==> src/rtl/axi_lite_write_master.sv <==
// AXI-Lite write-channel master.
// Local logic queues address/data commands in a small FIFO. The block issues
// them one at a time on AW/W, waits for the B handshake, and pulses done on
// completion or err when the optional per-transaction timeout expires.
module axi_lite_write_master #(
  parameter int ADDR_WIDTH     = 4,
  parameter int DATA_WIDTH     = 32,
  parameter int FIFO_DEPTH     = 4,
  parameter int TIMEOUT_CYCLES = 64
) (
  input  logic                          clk,
  input  logic                          rst_n,
  input  logic                          cmd_valid,
  output logic                          cmd_ready,
  input  logic [ADDR_WIDTH-1:0]         cmd_addr,
  input  logic [DATA_WIDTH-1:0]         cmd_data,
  output logic [ADDR_WIDTH-1:0]         awaddr,
  output logic                          awvalid,
  input  logic                          awready,
  output logic [DATA_WIDTH-1:0]         wdata,
  output logic                          wvalid,
  input  logic                          wready,
  input  logic                          bvalid,
  output logic                          bready,
  output logic                          busy,
  output logic                          done,
  output logic                          err,
  output logic [$clog2(FIFO_DEPTH):0]   fifo_count
);

  localparam int PTR_W = $clog2(FIFO_DEPTH);
  localparam int CNT_W = PTR_W + 1;
  localparam bit TO_EN = (TIMEOUT_CYCLES != 0);
  localparam logic [15:0] TO_LAST = 16'(TIMEOUT_CYCLES - 1);

  typedef enum logic [1:0] {
    IDLE,
    ADDR_DATA,
    RESP
  } state_t;

  state_t state, state_next;

  logic [ADDR_WIDTH-1:0] addr_mem [FIFO_DEPTH];
  logic [DATA_WIDTH-1:0] data_mem [FIFO_DEPTH];
  logic [PTR_W-1:0]      wr_ptr, rd_ptr;
  logic [CNT_W-1:0]      count;
  logic                  push, pop;

  logic        aw_sent, w_sent;
  logic        aw_sent_now, w_sent_now;
  logic [15:0] tmo_cnt;
  logic        b_hs, timeout_hit;

  logic [ADDR_WIDTH-1:0] awaddr_nxt;
  logic [DATA_WIDTH-1:0] wdata_nxt;
  logic        awvalid_nxt, wvalid_nxt, bready_nxt, done_nxt, err_nxt;
  logic        aw_sent_nxt, w_sent_nxt;
  logic [15:0] tmo_cnt_nxt;

  assign cmd_ready  = (count != CNT_W'(FIFO_DEPTH));
  assign push       = cmd_valid && cmd_ready;
  assign pop        = (state == IDLE) && (count != '0);
  assign fifo_count = count;
  assign busy       = (state != IDLE);

  // A channel counts as finished if it already handshook or handshakes now.
  assign aw_sent_now = aw_sent || (awvalid && awready);
  assign w_sent_now  = w_sent  || (wvalid && wready);
  assign b_hs        = bvalid && bready;

  // Timeout fires on the last allowed cycle unless the B handshake wins it.
  assign timeout_hit = TO_EN && (state != IDLE) && (tmo_cnt == TO_LAST) &&
                       !((state == RESP) && b_hs);

  // Command storage; entries need no reset because count guards every read.
  always_ff @(posedge clk) begin
    if (push) begin
      addr_mem[wr_ptr] <= cmd_addr;
      data_mem[wr_ptr] <= cmd_data;
    end
  end

  // FIFO pointers and occupancy; a simultaneous push and pop leaves count alone.
  always_ff @(posedge clk or negedge rst_n) begin
    if (!rst_n) begin
      wr_ptr <= '0;
      rd_ptr <= '0;
      count  <= '0;
    end else begin
      if (push) wr_ptr <= wr_ptr + PTR_W'(1);
      if (pop)  rd_ptr <= rd_ptr + PTR_W'(1);
      case ({push, pop})
        2'b10:   count <= count + CNT_W'(1);
        2'b01:   count <= count - CNT_W'(1);
        default: count <= count;
      endcase
    end
  end

  // State register.
  always_ff @(posedge clk or negedge rst_n) begin
    if (!rst_n) state <= IDLE;
    else        state <= state_next;
  end

  // Next-state selection.
  always_comb begin
    state_next = state;
    case (state)
      IDLE: begin
        if (pop) state_next = ADDR_DATA;
      end
      ADDR_DATA: begin
        if (timeout_hit)                     state_next = IDLE;
        else if (aw_sent_now && w_sent_now)  state_next = RESP;
      end
      RESP: begin
        if (b_hs || timeout_hit) state_next = IDLE;
      end
      default: state_next = IDLE;
    endcase
  end

  // Next values of the registered AXI outputs, status pulses and bookkeeping.
  always_comb begin
    awaddr_nxt  = awaddr;
    wdata_nxt   = wdata;
    awvalid_nxt = awvalid;
    wvalid_nxt  = wvalid;
    bready_nxt  = bready;
    done_nxt    = 1'b0;
    err_nxt     = 1'b0;
    aw_sent_nxt = aw_sent;
    w_sent_nxt  = w_sent;
    tmo_cnt_nxt = tmo_cnt;
    case (state)
      IDLE: begin
        if (pop) begin
          awaddr_nxt  = addr_mem[rd_ptr];
          wdata_nxt   = data_mem[rd_ptr];
          awvalid_nxt = 1'b1;
          wvalid_nxt  = 1'b1;
          aw_sent_nxt = 1'b0;
          w_sent_nxt  = 1'b0;
          tmo_cnt_nxt = '0;
        end
      end
      ADDR_DATA: begin
        tmo_cnt_nxt = tmo_cnt + 16'd1;
        aw_sent_nxt = aw_sent_now;
        w_sent_nxt  = w_sent_now;
        if (awvalid && awready) awvalid_nxt = 1'b0;
        if (wvalid && wready)   wvalid_nxt  = 1'b0;
        if (timeout_hit) begin
          awvalid_nxt = 1'b0;
          wvalid_nxt  = 1'b0;
          bready_nxt  = 1'b0;
          err_nxt     = 1'b1;
        end else if (aw_sent_now && w_sent_now) begin
          bready_nxt = 1'b1;
        end
      end
      RESP: begin
        tmo_cnt_nxt = tmo_cnt + 16'd1;
        if (b_hs) begin
          bready_nxt = 1'b0;
          done_nxt   = 1'b1;
        end else if (timeout_hit) begin
          bready_nxt = 1'b0;
          err_nxt    = 1'b1;
        end
      end
      default: ;
    endcase
  end

  // Output and bookkeeping registers; reset aborts any transaction silently.
  always_ff @(posedge clk or negedge rst_n) begin
    if (!rst_n) begin
      awaddr  <= '0;
      wdata   <= '0;
      awvalid <= 1'b0;
      wvalid  <= 1'b0;
      bready  <= 1'b0;
      done    <= 1'b0;
      err     <= 1'b0;
      aw_sent <= 1'b0;
      w_sent  <= 1'b0;
      tmo_cnt <= '0;
    end else begin
      awaddr  <= awaddr_nxt;
      wdata   <= wdata_nxt;
      awvalid <= awvalid_nxt;
      wvalid  <= wvalid_nxt;
      bready  <= bready_nxt;
      done    <= done_nxt;
      err     <= err_nxt;
      aw_sent <= aw_sent_nxt;
      w_sent  <= w_sent_nxt;
      tmo_cnt <= tmo_cnt_nxt;
    end
  end

endmodule
==> config.mk <==
export PLATFORM = sky130hd
export DESIGN_NAME = axi_lite_write_master
export DESIGN_NICKNAME = d
export VERILOG_FILES = /design/src/rtl/axi_lite_write_master.sv
export SDC_FILE = /design/constraint.sdc
export NUM_CORES = 1
export LEC_CHECK = 0
export ABC_CLOCK_PERIOD_IN_PS = 2700
export CORE_UTILIZATION = 45
export DETAILED_ROUTE_END_ITERATION = 8
export GPL_ROUTABILITY_DRIVEN = 0
export HOLD_SLACK_MARGIN = 0.1
export PLACE_DENSITY = 0.76
export SETUP_SLACK_MARGIN = 0.05
export SYNTH_ARGS = -nofsm -noshare
export SYNTH_HDL_FRONTEND = slang
export SYNTH_SLANG_ARGS = --single-unit
==> constraint.sdc <==
create_clock -name clk -period 2.7 [get_ports clk]
set_clock_uncertainty 0.15 [all_clocks]
set_input_delay 0.27 -clock clk [delete_from_list [all_inputs] [get_ports clk]]
set_output_delay 0.27 -clock clk [all_outputs]
set_load 0.1 [all_outputs]
-- Word level (Yosys, flattened, before mapping)
Memory sizes are Yosys's and may differ from the RTL's. A register that Yosys moved wholly into a read port is not among the register bits.
Index checks and enable logic that the tools add are counted.
- bits in writable memories: 144
- word-level logic and storage cells: 91
- output and inout bits: 46
- memories: 2
- register bits: 32
- memory list (name ; words ; bits a word ; rd ports ; clocked after memory_dff ; wr ports ; RTL line ; RTL):
    data_mem ; 4 ; 32 ; 1 ; 1 ; 1 ; 45 ; logic [DATA_WIDTH-1:0] data_mem [FIFO_DEPTH];
    addr_mem ; 4 ; 4 ; 1 ; 1 ; 1 ; 44 ; logic [ADDR_WIDTH-1:0] addr_mem [FIFO_DEPTH];
- add/subtract/negate cells: 5
- equal/unequal tests: 12
- muxes and demuxes: 30
- reductions and logical operators: 30
- operators with widths (kind ; number):
    16-bit case mux with 2 select lines ; 1
    16-bit by 1-bit adder with 16-bit output (second input constant) ; 1
    16-bit by 6-bit equality test with 1-bit output (second input constant) ; 1
    1-bit two-way mux ; 16
    16-bit two-way mux ; 1
    3-bit inequality test (second input constant) ; 5
    1-bit case mux with 2 select lines ; 6
    3-bit AND reduction ; 4
    2-bit nonzero test ; 5
    1-bit logical AND ; 9
    2-bit two-way mux ; 4
    2-bit case mux with 3 select lines ; 1
    3-bit case mux with 2 select lines ; 1
    2-bit AND reduction ; 3
    2-bit by 1-bit adder with 2-bit output (second input constant) ; 2
    2-bit by 1-bit equality test with 1-bit output (second input constant) ; 2
    2-bit equality test (second input constant) ; 2
    3-bit by 1-bit adder with 3-bit output (second input constant) ; 1
    1-bit zero test ; 3
    1-bit logical OR ; 3
    3-bit nonzero test ; 1
    3-bit by 1-bit subtractor with 3-bit output (second input constant) ; 1
    2-bit zero test ; 1
    2-bit by 1-bit inequality test with 1-bit output (second input constant) ; 1
    2 further kinds ; 2

-- Depth between registers and ports, before layout
- word-level depth: 7
- mapped depth: 11

-- Least setup slack after synthesis
OpenSTA, ideal clock, no wires.
- path type: register -> register
- start: reg count[2], in the netlist fifo_count[2]
- end: reg count[2], in the netlist fifo_count[2]
- setup time: 164 ps
- buffers on the path: 0
- cell stages (with the launch flop): 10
- path slack: -1103 ps
- arrival time: 3489 ps
- data required time: 2386 ps
- clock period less this slack: 3803 ps
- cell sequence: dfrtp_1 > nand3_1 > and2_1 > inv_1 > ha_1 > inv_1 > fa_1 > xor2_1 > nor2_1 > xor2_1
- word-level cells in the longest chain between the ends: 4
- ends and longest elaborated chain (what ; RTL line ; RTL):
    start, declared ; 47 ; logic [CNT_W-1:0] count;
    start signal, assigned ; 94 ; 2'b10: count <= count + CNT_W'(1);
    start signal, assigned ; 95 ; 2'b01: count <= count - CNT_W'(1);
    start signal, assigned ; 96 ; default: count <= count;
    3-bit inequality test * ; 61 ; assign cmd_ready = (count != CNT_W'(FIFO_DEPTH));
    net cmd_ready ; 14 ; output logic cmd_ready,
    1-bit logical AND * ; 62 ; assign push = cmd_valid && cmd_ready;
    2-bit by 1-bit equality test with 1-bit output / 2-bit equality test (equally long branches) ; 93 ; case ({push, pop})
    3-bit case mux with 2 select lines / 2-bit nonzero test (equally long branches) ; -- ;
Mark *: on every way through the listed nets, which the timed path passes. The rest lies on a longest branch.
A chain may end at the register's enable or synchronous reset.

-- Worst setup path after layout
- start: reg state[0]
- end: reg tmo_cnt[12]
- word-level cells in the longest chain between the ends: 4
- ends and longest elaborated chain (what ; RTL line ; RTL):
    start, declared ; 42 ; state_t state, state_next;
    start signal, assigned ; 104 ; else state <= state_next;
    2-bit equality test, or another cell as far along ; 137 ; case (state)
    2-bit OR reduction (no line) / 1-bit logical AND (equally long branches) ; -- ;
    2-bit nonzero test (no line) / 2-bit inequality test (equally long branches) ; -- ;
    2-bit AND reduction (no line) ; -- ;
    end signal, assigned ; 201 ; tmo_cnt <= tmo_cnt_nxt;
    end, declared ; 52 ; logic [15:0] tmo_cnt;
Several ways; a longest one is shown, not always the timed one.

==> impl_metrics.tcl <==
set metrics [dict create \
    worstPathCellList "inv_1 > ha_1 > nor4b_1 > or4_1 > or4_1 > a21oi_1" \
    relSlewSlack_pct 53.6 \
    routed.top_layer "met5" \
    final_util_pct 56.8 \
    ctsResizeCount 0 \
    setup_viol_count_final 0 \
    synthToLayoutAreaGrowth_pct 23.3 \
    cts.sinks 212 \
    initial_core_util_pct 46.1 \
    fin_crit_sh_pct 90.5 \
    viasPerCell 5.37 \
    cp.depth 6 \
    yosysSeqAreaShare_pct 72.6 \
    routedWlPerCell_um 18.6 \
    hp-class "in -> async" \
    drv_cap 0 \
    drtPass1Iterations 4 \
    critPathTopFamily "simple AND/OR/NAND/NOR gates" \
    grt_pass1_vias 4976 \
    yosysTopAreaCell "edfxtp_1" \
    port-buffer-count 87 \
    placementRows 49 \
    synth_area_leaders "edfxtp_1, dfrtp_1, mux4_2" \
    pin_count 88 \
    synth_cells 531 \
    drv_slew 0 \
    grt_max_degree 50 \
    critPathBufInv 1 \
    cts-root-buf "clkbuf_16" \
    cts_max_path_buffers 3 \
    dieArea_um2 19000 \
    cp_max_fo 9 \
    netlist_area_um2 8300 \
    cp-end-kind "flip-flop" \
    antenna_found_initial 2 \
    critPathArrivalTime_ns 2.71 \
    core-area_um2 18000 \
    required_ns 2.97 \
    nFillCells 1421 \
    timing.fmax_ghz 0.409 \
    syn_area_per_cell_um2 15.6 \
    wl_met3_um 1250 \
    setup_tns_ns 0 \
    clock_latency_ns 0.50 \
    dr.first_iter.drc_count 438 \
    cp_slowest_cell "or4_1" \
    dieWidth_um 138 \
    drc_errors 0 \
    cts_tree "built" \
    r2r_cells 6 \
    setup_ws_ns 0.257 \
    hold_viol_final 0 \
    synth_largest_type_area_fraction_pct 52.1 \
    start_kind "flip-flop" \
    dp_cells 839 \
    ys_warn_count 0 \
    clk_pin_slew_ns 0.06 \
    async_flop_share_pct 32.1 \
    wl_met1_um 6670 \
    netlist-cell-type-count 41 \
    dp_hpwl_um 9980 \
    dr_wl_met2_um 8160 \
    layout_min_cycle_time_ns 2.44 \
    cpMostUsedCell "or4_1" \
    dpl_worst_slack_ns 0.290 \
    worst_pin_slew_ns 0.696 \
    grt.overflow.total 0 \
    synth_seq_cells 212 \
    drive_gt1_share_pct 22.8 \
    status "completed" \
    synth_edf_count 144 \
    fp.dieH_um 138 \
    grt_pass1_wl_um 26300 \
    crit_type "reg -> reg" \
    synth_top_cells_by_count "edfxtp_1, nand2_1, dfrtp_1" \
    fin_cells 883 \
    crit_path_max_incr_delay_ns 0.64 \
    nets 689 \
    drt-total-wl_um 16400 \
    via_count 4746 \
    cts_buffers 23 \
    ys.flop_type "edfxtp_1" \
    grt_usage_pct 18.5 \
    htreeDepth 1 \
    postRouteAntennaNets 0 \
    rsz0062_at_grt "no" \
    synth_most_common_cell "edfxtp_1" \
    syn_nets 584 \
]
==> worst register-to-register path, delay by kind of cell, from the launching register on <==
kind	cells	cell delay, ns
DFF	1	0.38
AOI/OAI and AO/OA	1	0.17
adders and majority gates	1	0.28
buffers and inverters	1	0.09
and+or+nand+nor	3	1.30
==> timing repair <==
action	in CTS	in global routing
hold endpoints to repair	47	0
setup buffers	0	0
hold buffers	1	0
==> cells by family after synthesis <==
| group | Yosys count | synth area share (%) |
|---|---|---|
| adders and majority gates | 11 | 1.75 |
| xor gates and xnor gates | 12 | 1.27 |
| muxes | 39 | 10.2 |
| and+or+nand+nor | 182 | 9.63 |
| AOI/OAI and AO/OA | 39 | 2.79 |
| DFF | 212 | 72.6 |
| buffers and inverters | 36 | 1.85 |
==> cell type report <==
cell class | instances | area [um^2] | area share [%]
Inverter | 16 | 60.1 | 0.587
Clock buffer | 30 | 662 | 6.46
Sequential cell | 212 | 6040 | 59.0
Multi-Input combinational cell | 283 | 2150 | 21.0
Antenna cell | 1 | 2.50 | 0.0244
Tap cell | 229 | 287 | 2.80
Timing Repair Buffer | 100 | 928 | 9.07
Clock inverter | 12 | 114 | 1.11
==> registers in the layout, summed over array words and instances, names as in the netlist, 3 cells and up <==
| register | flops |
|---|---|
| addr_mem | 16 |
| awaddr | 4 |
| tmo_cnt | 16 |
| data_mem | 128 |
| fifo_count | 3 |
| wdata | 32 |
==> worst paths after layout <==
check / from / end / slack [ns]
min reg2reg: wdata[22] / wdata[22] / 0.32
max: state[0] / tmo_cnt[12] / 0.26
min in group clk: cmd_data[4] / data_mem[0][4] / 0.26
min: rst_n / wdata[30] / 0.22
max reg2reg: state[0] / tmo_cnt[12] / 0.26
max in group asynchronous: rst_n / wdata[23] / 1.53
==> through the flow <==
stage               hold WS [ns]  area, um^2
floorplan                 -0.176        8340
global placement           0.202        9450
detailed placement         0.222        9450
CTS                        0.245       10200
global route               0.251       10200
finish                     0.216       10200
==> layout by cell type (no fill, tap or decap), drive strengths merged, types with 6 or more instances in the layout <==
master / netlist / routed
o31ai: 6 / 6
nand2: 120 / 120
o21ai: 7 / 7
and3: 7 / 7
or4: 7 / 7
edfxtp: 144 / 144
xnor2: 8 / 8
mux4: 36 / 36
a21oi: 17 / 17
nor2: 17 / 17
buf: 10 / 59
dfrtp: 68 / 68
inv: 16 / 16
ha: 10 / 10
nand3: 10 / 10
clkbuf: 10 / 30
clkinv: 0 / 9
clkdlybuf4s50: 0 / 40
==> routing by layer <==
| layer | track usage [%] | vias up |
|---|---|---|
| li1 | - | 2173 |
| met1 | 23.8 | 2370 |
| met2 | 31.6 | 173 |
| met3 | 3.83 | 28 |
| met4 | 5.62 | 2 |
| met5 | 0 | - |
Power is not shown: default switching activity piles up to over one toggle a cycle in this logic, so the estimate is an artifact.
